**src/rtl/fmul_pipe.sv**
```systemverilog
//============================================================================
// Module      : fmul_pipe
// Description : Three-stage pipelined floating-point multiplier with RNE
//               rounding, special-value handling and exception flags.
// Revision    : 1.0 - initial release
//============================================================================
`default_nettype none

module fmul_pipe #(
    parameter int EXP_W = 8,
    parameter int MAN_W = 23
) (
    input  logic                     clk_i,
    input  logic                     rst_ni,
    input  logic                     in_valid_i,
    output logic                     in_ready_o,
    input  logic [EXP_W+MAN_W:0]     a_i,
    input  logic [EXP_W+MAN_W:0]     b_i,
    output logic                     out_valid_o,
    input  logic                     out_ready_i,
    output logic [EXP_W+MAN_W:0]     c_o,
    output logic [3:0]               flags_o
);

    localparam int c_w  = 1 + EXP_W + MAN_W;
    localparam int c_pw = 2 * MAN_W + 2;
    localparam int c_ew = EXP_W + 2;
    localparam logic [c_ew-1:0]  c_bias = c_ew'((1 << (EXP_W - 1)) - 1);
    localparam logic [c_ew-1:0]  c_emax = c_ew'((1 << EXP_W) - 1);
    localparam logic [EXP_W-1:0] c_ones = '1;

    // Stage 1: unpack and classify
    logic [EXP_W-1:0] w_ea, w_eb;
    logic [MAN_W-1:0] w_fa, w_fb;
    logic             w_a_zero, w_b_zero, w_a_inf, w_b_inf, w_a_nan, w_b_nan;
    logic             w_nan, w_inf, w_zero;
    logic [c_ew-1:0]  w_e;

    assign w_ea     = a_i[c_w-2:MAN_W];
    assign w_eb     = b_i[c_w-2:MAN_W];
    assign w_fa     = a_i[MAN_W-1:0];
    assign w_fb     = b_i[MAN_W-1:0];
    assign w_a_zero = (w_ea == '0);
    assign w_b_zero = (w_eb == '0);
    assign w_a_inf  = (w_ea == c_ones) && (w_fa == '0);
    assign w_b_inf  = (w_eb == c_ones) && (w_fb == '0);
    assign w_a_nan  = (w_ea == c_ones) && (w_fa != '0);
    assign w_b_nan  = (w_eb == c_ones) && (w_fb != '0);
    assign w_nan    = w_a_nan | w_b_nan | (w_a_inf & w_b_zero) | (w_b_inf & w_a_zero);
    assign w_inf    = w_a_inf | w_b_inf;
    assign w_zero   = w_a_zero | w_b_zero;
    // Two guard bits keep the biased sum signed and free of wrap-around.
    assign w_e      = {2'b00, w_ea} + {2'b00, w_eb} - c_bias;

    logic             r1_valid, r1_sign, r1_nan, r1_inf, r1_zero;
    logic [c_ew-1:0]  r1_e;
    logic [MAN_W:0]   r1_ma, r1_mb;

    logic             r2_valid, r2_sign, r2_nan, r2_inf, r2_zero;
    logic [c_ew-1:0]  r2_e;
    logic [c_pw-1:0]  r2_p;

    logic [c_pw-1:0]  w_p;
    assign w_p = {{(MAN_W+1){1'b0}}, r1_ma} * {{(MAN_W+1){1'b0}}, r1_mb};

    // Stage 3: normalise, round to nearest even, select result
    logic             w_hi, w_g, w_s, w_rnd, w_inexact, w_ovf, w_unf;
    logic [MAN_W-1:0] w_m;
    logic [MAN_W:0]   w_msum;
    logic [c_ew-1:0]  w_e_fin;
    logic [c_w-1:0]   w_c;
    logic [3:0]       w_flags;

    always_comb begin
        w_hi = r2_p[c_pw-1];
        w_m  = '0;
        w_g  = 1'b0;
        w_s  = 1'b0;
        if (w_hi) begin
            w_m = r2_p[2*MAN_W:MAN_W+1];
            w_g = r2_p[MAN_W];
            w_s = |r2_p[MAN_W-1:0];
        end else begin
            w_m = r2_p[2*MAN_W-1:MAN_W];
            w_g = r2_p[MAN_W-1];
            w_s = |r2_p[MAN_W-2:0];
        end
        w_rnd     = w_g & (w_s | w_m[0]);
        w_msum    = {1'b0, w_m} + {{MAN_W{1'b0}}, w_rnd};
        w_e_fin   = r2_e + {{(c_ew-1){1'b0}}, w_hi} + {{(c_ew-1){1'b0}}, w_msum[MAN_W]};
        w_inexact = w_g | w_s;
        w_ovf     = $signed(w_e_fin) >= $signed(c_emax);
        w_unf     = w_e_fin[c_ew-1] | (w_e_fin == '0);

        w_c     = {r2_sign, w_e_fin[EXP_W-1:0], w_msum[MAN_W-1:0]};
        w_flags = {3'b000, w_inexact};
        if (r2_nan) begin
            w_c     = {1'b0, c_ones, 1'b1, {(MAN_W-1){1'b0}}};
            w_flags = 4'b1000;
        end else if (r2_inf) begin
            w_c     = {r2_sign, c_ones, {MAN_W{1'b0}}};
            w_flags = 4'b0000;
        end else if (r2_zero) begin
            w_c     = {r2_sign, {(EXP_W+MAN_W){1'b0}}};
            w_flags = 4'b0000;
        end else if (w_ovf) begin
            w_c     = {r2_sign, c_ones, {MAN_W{1'b0}}};
            w_flags = 4'b0101;
        end else if (w_unf) begin
            w_c     = {r2_sign, {(EXP_W+MAN_W){1'b0}}};
            w_flags = 4'b0011;
        end
    end

    logic w_stall;
    assign w_stall    = out_valid_o & ~out_ready_i;
    assign in_ready_o = ~w_stall;

    always_ff @(posedge clk_i or negedge rst_ni) begin
        if (!rst_ni) begin
            r1_valid    <= 1'b0;
            r1_sign     <= 1'b0;
            r1_nan      <= 1'b0;
            r1_inf      <= 1'b0;
            r1_zero     <= 1'b0;
            r1_e        <= '0;
            r1_ma       <= '0;
            r1_mb       <= '0;
            r2_valid    <= 1'b0;
            r2_sign     <= 1'b0;
            r2_nan      <= 1'b0;
            r2_inf      <= 1'b0;
            r2_zero     <= 1'b0;
            r2_e        <= '0;
            r2_p        <= '0;
            out_valid_o <= 1'b0;
            c_o         <= '0;
            flags_o     <= '0;
        end else if (!w_stall) begin
            r1_valid    <= in_valid_i;
            r1_sign     <= a_i[c_w-1] ^ b_i[c_w-1];
            r1_nan      <= w_nan;
            r1_inf      <= w_inf;
            r1_zero     <= w_zero;
            r1_e        <= w_e;
            r1_ma       <= {1'b1, w_fa};
            r1_mb       <= {1'b1, w_fb};
            r2_valid    <= r1_valid;
            r2_sign     <= r1_sign;
            r2_nan      <= r1_nan;
            r2_inf      <= r1_inf;
            r2_zero     <= r1_zero;
            r2_e        <= r1_e;
            r2_p        <= w_p;
            out_valid_o <= r2_valid;
            c_o         <= w_c;
            flags_o     <= w_flags;
        end
    end

endmodule

`default_nettype wire

```
**config.mk**
```make
export PLATFORM = sky130hd
export DESIGN_NAME = fmul_pipe
export DESIGN_NICKNAME = d
export VERILOG_FILES = /design/src/rtl/fmul_pipe.sv
export SDC_FILE = /design/constraint.sdc
export NUM_CORES = 2
export LEC_CHECK = 0
export ABC_AREA = 1
export BUFFER_PORTS_ARGS = -buffer_cell sky130_fd_sc_hd__buf_2
export CAP_MARGIN = 40
export CORE_AREA = 2 2 242 244
export DETAILED_ROUTE_END_ITERATION = 16
export DIE_AREA = 0 0 244 246
export PLACE_DENSITY = 0.69
export SLEW_MARGIN = 15
export SYNTH_ARGS = -nofsm -noshare
export SYNTH_HDL_FRONTEND = slang
export SYNTH_SLANG_ARGS = --single-unit
```
**constraint.sdc**
```tcl
create_clock -name clk_i -period 5.88 [get_ports clk_i]
set_clock_uncertainty 0.05 [all_clocks]
set_input_delay 0.588 -clock clk_i [delete_from_list [all_inputs] [get_ports clk_i]]
set_output_delay 0.588 -clock clk_i [all_outputs]
set_load 0.01 [all_outputs]
```
### Yosys cells after proc, flatten, opt, wreduce, memory -nomap -nowiden

Index checks and enable logic that the tools add are counted.

* bits in registers: 163
* bits of input ports: 68
* output and inout port bits: 38
* logic and storage cells: 68

* add/sub/neg operators: 5
* $mul: 1
* magnitude comparators: 1
* equality and inequality tests: 2
* mux-type cells: 13
* bitwise logic cells: 15
* reductions and logical operators: 13

Operators with widths (count)
* 31-bit two-way mux: 4
* 24-bit by 24-bit multiplier with 48-bit output: 1
* 23-bit zero test: 2
* 23-bit nonzero test: 2
* 32-bit two-way mux: 1
* 23-bit by 1-bit adder with 24-bit output: 1
* 23-bit two-way mux: 1
* 23-bit OR reduction: 1
* 22-bit OR reduction: 1
* 10-bit by 1-bit adder with 10-bit output: 2
* 8-bit == test, second input constant: 2
* 8-bit zero test: 2
* 10-bit by 9-bit greater-or-equal comparator with 1-bit output, second input constant: 1
* 10-bit zero test: 1
* 9-bit by 7-bit subtractor with 10-bit output, second input constant: 1
* 8-bit by 8-bit adder with 9-bit output: 1
* 3-bit two-way mux: 3
* 1-bit OR: 8
* 1-bit bitwise AND: 4
* 1-bit logical AND: 4
* 4-bit two-way mux: 1
* 1-bit two-way mux: 2
* 2-bit two-way mux: 1
* 1-bit inverter: 2
* 1-bit bitwise XOR: 1

### Depth between registers and ports, before layout

* word-level depth: 13
* gate-level depth with buffers: 31
* depth with buffers taken out: 29

### Worst setup path after synthesis

No wires, ideal clock.

* path kind: reg2reg
* start: register r1_ma[13]
* end: register r2_p[42]
* setup time: 118 ps
* data arrival time: 5948 ps
* data required time: 5712 ps
* path slack: -236 ps
* cell stages (with the launch flop): 30
* buffers on the path: 2
* period minus slack after synthesis: 6116 ps
* cell sequence: dfrtp_1 clkbuf_1 clkbuf_1 nand2_1 fa_1 inv_1 fa_1 inv_1 fa_1 inv_1 fa_1 inv_1 fa_1 inv_1 fa_1 inv_1 fa_1 inv_1 ha_1 nand2_1 nor2_1 inv_1 o21ai_0 nand2_1 nand3_1 nand2_1 nand2_1 nand2_1 nand3_1 nand2_1

* word-level cells in the longest chain between the ends: 1

RTL lines
* start: declaration: line 57 `logic [MAN_W:0] r1_ma, r1_mb;`
* start signal: assignment: line 146 `r1_ma <= {1'b1, w_fa};`
* 24-bit by 24-bit multiplier with 48-bit output: line 64 `assign w_p = {{(MAN_W+1){1'b0}}, r1_ma} * {{(MAN_W+1){1'b0}}, r1_mb};`
* end signal: assignment: line 154 `r2_p <= w_p;`
* end: declaration: line 61 `logic [c_pw-1:0] r2_p;`

Every way passes these cells.
A chain may end at the register's enable or synchronous reset.

### Worst setup path after layout

* start: register r1_mb[13]
* end: register r2_p[25]

* word-level cells in the longest chain between the ends: 1

RTL lines
* start: declaration: line 57
* start signal: assignment: line 147 `r1_mb <= {1'b1, w_fb};`
* 24-bit by 24-bit multiplier with 48-bit output: line 64

Every way passes these cells.

==> out/summary.txt <==
Outcome -> complete, but fails checks
Failing checks -> negative setup slack
Root buf cell -> clkbuf_16
DRT iter0 DRCs -> 1581
Clock sink count -> 162
Post-synth EDFFs -> 0
Hold/Removal Path Class -> in2async
Routed length per instance -> 16.0 um
DIE WIDTH -> 244 um
Via count -> 24400
Post-detailed-route count of antenna-violating nets -> 0
Residual DRC count -> 0
Clock Tree Buf Depth -> 2
Num rows -> 88
Share of cells above drive strength 1 -> 18.8%
Critical Path End Type -> flip-flop
Pin count of the biggest net entering global routing -> 184
Total gr overflow -> 0
Critical path class -> reg2reg
Post-layout nets -> 4810
Setup TNS -> -6.86 ns
Mapped Area -> 0.0284 mm^2
WL final -> 77500 um
Critical path arrival -> 6.56 ns
Pins Over Slew Limit -> 0
Number of global-route vias before repair -> 25400
Syn_nets -> 4565
Yosys cell types -> 47
Hpwl dp -> 62900 um
Max Freq -> 0.161 GHz
Gr usage total -> 27.2%
Clk slew on worst S/H paths -> 0.07 ns
# IOs -> 106
First-pass detailed-route iteration total -> 6
Critical Path RT -> 6.22 ns
Actual slew at the worst max-slew pin -> 0.950 ns
#FFs+latches synth -> 162
Placed Area -> 0.0314 mm^2
Final setup vio count -> 36
FF-to-FF setup slack -> -0.34 ns
Die Span Y -> 246 um
Worst-path maximum fanout -> 8
Dominant synthesized flop cell -> dfrtp_1
Initial Util -> 49.5%
Synth-to-layout area growth -> 18.3%
Final Critical Period -> 6.22 ns
Total CTS buffers -> 17
IO Port Bufs -> 105
DR vias/cell -> 5.03
CTS tree -> done
Design Area, Final -> 0.0336 mm^2
H-tree levels -> 4
Register area share after synthesis -> 14.3%
Endpoints failing hold -> 0
Avg Cell Area, Syn -> 7.43 um^2
Startpoint types -> flip-flop
Final WS setup -> -0.339 ns
Initial antenna violation count -> 1
Diodes inserted -> 0
First-pass GRT wire length -> 128000 um
Post-Syn Instances -> 3821
RSZ-0062 raised after global routing -> yes
Warnings, synthesis -> 0
Fin crit share -> 106%
Max-cap violations -> 0
Slew margin rel. -> 36.7%
Core ar. -> 0.0574 mm^2
Die area -> 0.0600 mm^2
GP Congestion -> 0.937
Post-cts hold buffer count -> 0
Clock Latency Late Sink -> 0.51 ns
Async S/R FF share, synth -> 100%
[worst max-delay path, stage by stage, from the launching register on]
cell and delay (ns):
dfrtp_2 0.50, buf_4 0.17, buf_4 0.15, nand2_1 0.06, inv_1 0.05, fa_1 0.51, inv_1 0.06, fa_1 0.48
fa_2 0.38, fa_1 0.49, inv_1 0.05, fa_2 0.44, fa_1 0.62, inv_2 0.05, fa_1 0.51, inv_2 0.05
ha_4 0.27, nand2_4 0.12, o21ai_0 0.13, buf_4 0.19, a21oi_2 0.18, nand3_4 0.12, or2_2 0.29, nand3_1 0.08
nand2_1 0.07
[through the flow]
stage / worst slack (ns) / hold WS, ns / utilization (%) / cells
4_1_cts: -0.281 / 0.0656 / 57.2 / 4823
3_3_place_gp: -0.472 / 0.391 / 54.7 / 4762
5_1_grt: -0.508 / 0.0878 / 58.6 / 4844
3_5_place_dp: -0.500 / 0.389 / 54.7 / 4762
6_report: -0.339 / 0.0448 / 58.6 / 4844
2_1_floorplan: 0.000456 / 0.242 / - / 3821
[cells in the final DEF, fill, tap and decap left out, types with 8 or more instances in the layout]
cell type / Yosys / layout
inv_2: 8 / 44
buf_2: 0 / 107
buf_4: 0 / 245
nand3b_1: 11 / 11
o21ai_2: 12 / 21
a21oi_2: 0 / 24
nor3_1: 12 / 9
inv_1: 1033 / 996
dfrtp_2: 0 / 28
nand3_2: 1 / 11
nand2_2: 8 / 59
nand4_1: 34 / 34
nand2_1: 1142 / 1074
fa_2: 0 / 16
fa_1: 484 / 468
xor2_1: 12 / 12
dfrtp_1: 162 / 134
ha_4: 0 / 23
buf_6: 8 / 28
o21ai_0: 134 / 109
nor2_1: 137 / 108
a21oi_1: 69 / 39
o21ai_1: 14 / 29
nor2_2: 8 / 20
ha_1: 192 / 165
nand2_4: 2 / 19
xnor2_1: 12 / 8
nand3_1: 101 / 85
buf_12: 0 / 25
nor2_4: 1 / 18
or2_2: 12 / 10
clkbuf_16: 0 / 17
[final timing paths]
path	endpoint	cells past startpoint	start
max in group asynchronous	r1_ma[7]	2	rst_ni
max	r2_p[25]	24	r1_mb[13]
min	c_o[11]	1	rst_ni
min in group clk_i	r1_valid	3	in_valid_i
min reg2reg	out_valid_o	2	r2_valid
max reg2reg	r2_p[25]	24	r1_mb[13]
[logic make-up (layout without fill, tap and decap cells)]
family | Yosys count | after routing | share of synthesized area [%]
xor gates and xnor gates | 24 | 24 | 0.740
DFF | 162 | 162 | 14.3
AOI/OAI and AO/OA | 252 | 252 | 4.83
adders and majority gates | 676 | 676 | 42.6
buffers and inverters | 1226 | 1484 | 16.4
and+or+nand+nor | 1481 | 1481 | 21.1
[cell type report]
class | count | area [um^2]
tap | 765 | 957
timing repair buffer | 408 | 3220
multi-input combinational | 2433 | 20800
clock inverter | 14 | 175
inverter | 1044 | 3930
fill | 5104 | 23800
clock buffer | 18 | 429
sequential | 162 | 4090
[cell usage after synthesis, drive strengths merged, types with 2 or more instances]
cell type | number | share of area (%)
a21oi | 69 | 1.2
buf | 13 | 0.38
clkbuf | 169 | 2.2
clkinv | 2 | 0.026
dfrtp | 162 | 14
fa | 484 | 34
ha | 192 | 8.5
inv | 1042 | 14
nand2 | 1153 | 15
nand3 | 103 | 1.9
nand3b | 11 | 0.29
nand4 | 34 | 0.75
nor2 | 147 | 2.1
nor3 | 13 | 0.25
nor4 | 5 | 0.11
o211ai | 3 | 0.079
o21a | 4 | 0.11
o21ai | 161 | 3.0
o21bai | 7 | 0.19
o22ai | 2 | 0.044
or2 | 13 | 0.29
xnor2 | 12 | 0.37
xor2 | 12 | 0.37
[sequential cells by signal, indices dropped and copies added, names as in the netlist]
| signal | cells |
|---|---|
| c_o | 32 |
| flags_o | 4 |
| out_valid_o | 1 |
| r1_e | 10 |
| r1_inf | 1 |
| r1_ma | 24 |
| r1_mb | 23 |
| r1_nan | 1 |
| r1_sign | 1 |
| r1_valid | 1 |
| r1_zero | 1 |
| r2_e | 10 |
| r2_inf | 1 |
| r2_nan | 1 |
| r2_p | 48 |
| r2_sign | 1 |
| r2_valid | 1 |
| r2_zero | 1 |
[routing by layer]
metal	GRT usage, %	up-vias	wire length (um)
li1	-	11500	-
met1	35.2	11900	31800
met2	45.7	816	37600
met3	4.69	171	5250
met4	10.2	2	2890
met5	0	-	11
[timing repair]
item | in CTS | in global routing
gates cloned | 0 | 1
buffers inserted | 29 | 20
endpoints found under the setup margin | 37 | 36
pin swaps | 36 | 108
resized for setup | 168 | 203
Power is left out: the tool's default activity adds up to more than one toggle a clock period on the data nets, which glitch-free logic cannot reach.
